File: src/rtl/cgia_bus_arbiter.sv
// Arbitrates the CGIA video-RAM slave port between the video fetcher and the host CPU.
// Video has priority; per-tenure ack limits keep either master from starving the other.
module cgia_bus_arbiter #(
  parameter int unsigned VID_BURST = 8,
  parameter int unsigned CPU_BURST = 1,
  parameter int unsigned CNT_W     = 4
) (
  input  logic        clk_i,
  input  logic        reset_ni,
  input  logic        vid_cyc_i,
  input  logic [22:0] vid_adr_i,
  output logic        vid_ack_o,
  output logic [15:0] vid_dat_o,
  input  logic        cpu_cyc_i,
  input  logic        cpu_stb_i,
  input  logic        cpu_we_i,
  input  logic [22:0] cpu_adr_i,
  input  logic [15:0] cpu_dat_i,
  input  logic [1:0]  cpu_sel_i,
  output logic        cpu_ack_o,
  output logic [15:0] cpu_dat_o,
  output logic        cyc_o,
  output logic        stb_o,
  output logic        we_o,
  output logic [22:0] adr_o,
  output logic [15:0] dat_o,
  output logic [1:0]  sel_o,
  input  logic        ack_i,
  input  logic [15:0] dat_i,
  output logic [1:0]  gnt_o
);

  typedef enum logic [1:0] {
    IDLE = 2'b00,
    VID  = 2'b01,
    CPU  = 2'b10
  } state_t;

  localparam logic [CNT_W-1:0] CNT_MAX = '1;
  localparam logic [CNT_W-1:0] VID_LIM = (VID_BURST == 0) ? '0 : CNT_W'(VID_BURST - 1);
  localparam logic [CNT_W-1:0] CPU_LIM = (CPU_BURST == 0) ? '0 : CNT_W'(CPU_BURST - 1);
  localparam logic             VID_SAT = (VID_BURST == 0);
  localparam logic             CPU_SAT = (CPU_BURST == 0);

  state_t           state_q, state_d;
  logic [CNT_W-1:0] cnt_q, cnt_d;
  logic             owed_q, owed_d;
  logic             vid_limit, cpu_limit;

  // Counter wraps when a limit is configured, saturates when unlimited.
  function automatic logic [CNT_W-1:0] bump(input logic [CNT_W-1:0] c, input logic sat);
    return (sat && (c == CNT_MAX)) ? c : c + 1'b1;
  endfunction

  // Preemption only ever happens on the edge of an acked beat.
  assign vid_limit = !VID_SAT && cpu_cyc_i && ack_i && (cnt_q == VID_LIM);
  assign cpu_limit = !CPU_SAT && vid_cyc_i && ack_i && (cnt_q == CPU_LIM);

  always_ff @(posedge clk_i or negedge reset_ni) begin
    if (!reset_ni) begin
      state_q <= IDLE;
      cnt_q   <= '0;
      owed_q  <= 1'b0;
    end else begin
      state_q <= state_d;
      cnt_q   <= cnt_d;
      owed_q  <= owed_d;
    end
  end

  always_comb begin
    state_d = state_q;
    cnt_d   = cnt_q;
    owed_d  = owed_q;
    unique case (state_q)
      IDLE: begin
        cnt_d = '0;
        if (owed_q && cpu_cyc_i) state_d = CPU;
        else if (vid_cyc_i)      state_d = VID;
        else if (cpu_cyc_i)      state_d = CPU;
      end
      VID: begin
        if (ack_i) cnt_d = bump(cnt_q, VID_SAT);
        if (!vid_cyc_i || vid_limit) state_d = IDLE;
        if (vid_limit) owed_d = 1'b1;
      end
      CPU: begin
        if (ack_i) cnt_d = bump(cnt_q, CPU_SAT);
        if (!cpu_cyc_i || cpu_limit) begin
          state_d = IDLE;
          owed_d  = 1'b0;
        end
      end
      default: state_d = IDLE;
    endcase
  end

  // Slave port mux driven straight from the owner register.
  always_comb begin
    cyc_o = 1'b0;
    stb_o = 1'b0;
    we_o  = 1'b0;
    adr_o = '0;
    dat_o = '0;
    sel_o = '0;
    unique case (state_q)
      VID: begin
        cyc_o = vid_cyc_i;
        stb_o = vid_cyc_i;
        sel_o = 2'b11;
        adr_o = vid_adr_i;
      end
      CPU: begin
        cyc_o = cpu_cyc_i;
        stb_o = cpu_stb_i;
        we_o  = cpu_we_i;
        adr_o = cpu_adr_i;
        dat_o = cpu_dat_i;
        sel_o = cpu_sel_i;
      end
      default: ;
    endcase
  end

  assign vid_ack_o = ack_i && (state_q == VID);
  assign cpu_ack_o = ack_i && (state_q == CPU);
  assign vid_dat_o = dat_i;
  assign cpu_dat_o = dat_i;
  assign gnt_o     = 2'(state_q);

endmodule

File: config.mk
export PLATFORM = sky130hd
export DESIGN_NAME = cgia_bus_arbiter
export DESIGN_NICKNAME = d
export VERILOG_FILES = /design/src/rtl/cgia_bus_arbiter.sv
export SDC_FILE = /design/constraint.sdc
export NUM_CORES = 1
export LEC_CHECK = 0
export ABC_AREA = 0
export CAP_MARGIN = 0
export CORE_MARGIN = 1
export CORE_UTILIZATION = 27
export DETAILED_ROUTE_END_ITERATION = 8
export HOLD_SLACK_MARGIN = 0.1
export PLACE_DENSITY_LB_ADDON = 0.05
export SETUP_SLACK_MARGIN = 0.1
export SYNTH_ARGS = -nofsm -noshare
export SYNTH_HDL_FRONTEND = slang
export SYNTH_SLANG_ARGS = --single-unit
File: constraint.sdc
create_clock -name clk_i -period 2.4 [get_ports clk_i]
set_input_delay 0.6 -clock clk_i [delete_from_list [all_inputs] [get_ports clk_i]]
set_output_delay 0.6 -clock clk_i [all_outputs]
set_load 0.02 [all_outputs]
* Word level (Yosys, flattened, before mapping) *
Index checks and enable logic that the tools add are counted.

word-level totals
  output and inout bits = 80
  register bits after elaboration = 7

operators by class
  $add $sub $neg = 1
  equality and inequality tests = 8
  multiplexer cells = 17
  reduce and logical (&&, ||, !) cells = 19

operator list
  kind                                                             number
  23-bit case mux with 2 select lines                              1
  16-bit two-way mux                                               1
  2-bit two-way mux                                                5
  4-bit case mux with 2 select lines                               1
  1-bit logical AND                                                7
  2-bit != test, second input constant                             3
  1-bit case mux with 2 select lines                               3
  2-bit case mux with 3 select lines                               1
  3-bit AND reduction                                              2
  4-bit by 1-bit adder with 4-bit output, second input constant    1
  4-bit by 3-bit == test with 1-bit output, second input constant  1
  4-bit logical NOT                                                1
  4-bit two-way mux                                                1
  4-bit != test, second input constant                             1
  2-bit case mux with 2 select lines                               1
  2-bit nonzero test                                               2
  1-bit two-way mux                                                3
  2-bit by 1-bit == test with 1-bit output, second input constant  1
  2-bit == test, second input constant                             1
  1-bit logical NOT                                                2
  2-bit logical NOT                                                1
  1-bit logical OR                                                 2
  2-bit by 1-bit != test with 1-bit output, second input constant  1
  2-bit AND reduction                                              1
  2-bit OR reduction                                               1

* Depth between registers and ports, before layout *
  word-level depth = 5
  depth in mapped cells = 7
  gate-level depth less buffers = 6

* Worst setup path after synthesis *
Ideal clock, no wire load.

  path kind = register -> output
  start = register state_q[0], in the netlist gnt_o[0]
  end = output cyc_o
  path slack = 74 ps
  data arrival time = 1726 ps
  cell stages (with the launch flop) = 7
  data required time = 1800 ps
  cell sequence = dfrtp_1 -> inv_1 -> ha_1 -> buf_2 -> clkbuf_1 -> nand2_1 -> a21boi_0

between the ends
  longest elaborated chain between the ends = 2

ends and longest elaborated chain
  element                                                                           RTL line  source
  start, declared                                                                   45        state_t state_q, state_d;
  start signal, assigned                                                            65        state_q <= state_d;
  2-bit == test / 2-bit by 1-bit == test with 1-bit output (equally long branches)  106       unique case (state_q)
  1-bit case mux with 2 select lines (*)                                            106
  end, declared                                                                     22        output logic cyc_o,

Every way passes the cells marked *; elsewhere a longest branch is shown, timed or not.

* Worst setup path after layout *
  start = input vid_cyc_i
  end = output stb_o

between the ends
  longest elaborated chain between the ends = 1

ends and longest elaborated chain
  element                             RTL line  source
  start, declared                     10        input logic vid_cyc_i,
  1-bit case mux with 2 select lines  106
  end, declared                       23        output logic stb_o,

Every way passes these cells.

==> flow_summary.yaml <==
critical_path:
  startpoint_type: "input pin"
  path_max_fanout: 3
  cp.required_ns: 1.80
  cp.arrival_ns: 1.61
  cp-end-kind: "output pin"
  critPathKind: "in -> out"
die:
  initial_core_util_pct: 28.5
  core.rowCount: 24
  die_x_um: 70.2
  die_h_um: 70.2
  die-area_um2: 4930
  io_pins: 167
  core_area_um2: 4410
layout:
  final_util_pct: 53.9
  fillers: 453
  layout_commonest_cell: "clkdlybuf4s50_1"
  insertedDiodeCount: 0
  drive_above_1_share_pct: 20.6
  areaGrowthSynthToFinish_pct: 89.1
  most-common-layout-cells: "72 x clkdlybuf4s50_1, 26 x nor2b_1, 23 x a22oi_1"
  nets: 345
timing:
  rsz0062_at_grt: "false"
  hold_viol: 0
  whs_ns: 0.537
  worst_pin_slew_ns: 0.337
  setup-violations-final: 0
  clock.fmax_mhz: 452
  fin_crit_sh_pct: 92.2
  fin_setup_tns_ns: 0
  slew_viol_final: 0
  fin_skew_ns: 0.00218
  period_minus_slack_ns: 2.21
  max-slew-margin-rel_pct: 77.5
synth:
  synth-seq-cells: 7
  postSynth.asyncResetShare_pct: 100
  post_synth_num_cell_types: 29
  ys_top_cells_by_area: "buf_4 19%, dfrtp_1 14%, a22oi_1 14%"
  ys_seq_area_share_pct: 13.9
  syn_nets: 256
  synth_top_cell_by_area: "buf_4"
  synth_top_area_share_pct: 19.1
  synth.avg_cell_area_um2: 7.67
  yosysWarningCount: 0
  synthesis.area_um2: 1260
  synth_edf_count: 0
  synthCells: 164
  synth-main-ff-cell: "dfrtp_1"
global_route:
  grt_antenna_before_repair: 0
  track_usage_pct: 18.2
  grt_pass1_vias: 1365
  grt_max_degree: 31
  overflow: 0
  grt_pass1_wl_mm: 7.11
routing:
  drtIter0Drc: 52
  via_count: 1407
  routedWlPerCell_um: 15.1
  firstDrtPassIters: 4
  drcViolationCount: 0
  viasPerCell: 4.63
  drt_wl_total_mm: 4.58
  antenna_left: 0
place:
  gp_congestion: 0.700
  hpwl_mm: 3.52
  port-buffer-count: 118
cts:
  clockBufferDepth: 2
  cts_buffers: 3
  cts_sinks: 7
  hold_buffers: 0
  htree_levels: 1
  cts_root_buf: "clkbuf_8"
  clk_latency_ns: 0.23
  postCtsSetupBuffers: 0
  tritoncts: "built"
  path_clk_slew_ns: 0.04
flow_run:
  max-cap-violations: 0
pwr:
  power_mw: 2.16
  p_leak_nw: 1.01
  ir_worst_vdd_mv: 0.363
  power_density_nw_per_um2: 911
worst_hold_path:
  holdCritPathClass: "reg -> reg"
outcome:
  status: "completed"
[power breakdown]
part	internal [mW]	leakage, nW	switching [mW]
combinational	0.888	0.897	0.905
clock	0.115	0.0228	0.0550
sequential	0.156	0.0904	0.0450
[sequential cells by signal, indices dropped and copies added (netlist names)]
name    cells
cnt_q       4
gnt_o       2
owed_q      1
[repair_timing]
action | CTS | global route
gates resized for setup | 89 | 27
setup endpoints to repair | 46 | 45
gates cloned | 0 | 1
[final cells by class]
type | count | area (um2) | area share, %
Inverter | 5 | 21.3 | 0.895
Clock buffer | 4 | 45.0 | 1.89
Timing Repair Buffer | 128 | 1260 | 53.1
Tap cell | 52 | 65.1 | 2.74
Sequential cell | 7 | 178 | 7.47
Multi-Input combinational cell | 108 | 806 | 33.9
[kinds of logic after synthesis]
family / count (synthesis) / synth area share (%)
fa+ha+maj: 5 / 4.98
xor+xnor: 3 / 2.09
buf+inv: 49 / 25.0
simple gates: 60 / 29.1
mux: 3 / 2.39
compound gates: 37 / 22.6
flops: 7 / 13.9
[routing by layer]
| metal | GRT usage, % | vias to the layer above | wire length, um |
|---|---|---|---|
| met5 | 0 | - | 0 |
| met4 | 5.11 | 0 | 53 |
| met3 | 8.51 | 7 | 498 |
| met2 | 31.0 | 72 | 2280 |
| met1 | 20.0 | 625 | 1740 |
| li1 | - | 703 | - |
[path summary, 6_finish.rpt]
path                                 startpoint                    to  slack, ns  cells after the start
setup reg to reg           gnt_o[1]$_DFFE_PN0P_  gnt_o[0]$_DFFE_PN0P_       0.68                      6
hold reg to reg              owed_q$_DFFE_PN0P_    owed_q$_DFFE_PN0P_       0.54                      2
max in group asynchronous              reset_ni  gnt_o[1]$_DFFE_PN0P_       1.51                      1
setup / recovery                      vid_cyc_i                 stb_o       0.19                      4
min in group asynchronous              reset_ni    owed_q$_DFFE_PN0P_       0.63                      1
hold / removal               owed_q$_DFFE_PN0P_    owed_q$_DFFE_PN0P_       0.54                      2
[worst max-delay path, stage by stage]
cell             delay, ns
clkdlybuf4s50_1       0.50
nand2_1               0.11
a21boi_1              0.13
clkdlybuf4s15_2       0.27
[through the flow]
step / cells / cell area (um2) / setup slack, ns
floorplan: 164 / 1260 / 0.171
global placement: 299 / 2310 / -0.165
detailed placement: 299 / 2310 / -0.153
CTS: 303 / 2360 / 0.0641
global route: 304 / 2380 / 0.105
finish: 304 / 2380 / 0.187
[synth_stat cells (3+ instances only)]
library cell  count
clkbuf_1          7
a22oi_1          23
a21boi_0          3
a22o_1            4
mux2i_1           3
inv_1             5
and2_1           17
a21oi_1           3
dfrtp_1           7
nor2b_1          26
ha_1              5
nand2_1           7
buf_4            32
Note: power is estimated with default switching activity, not from simulation.
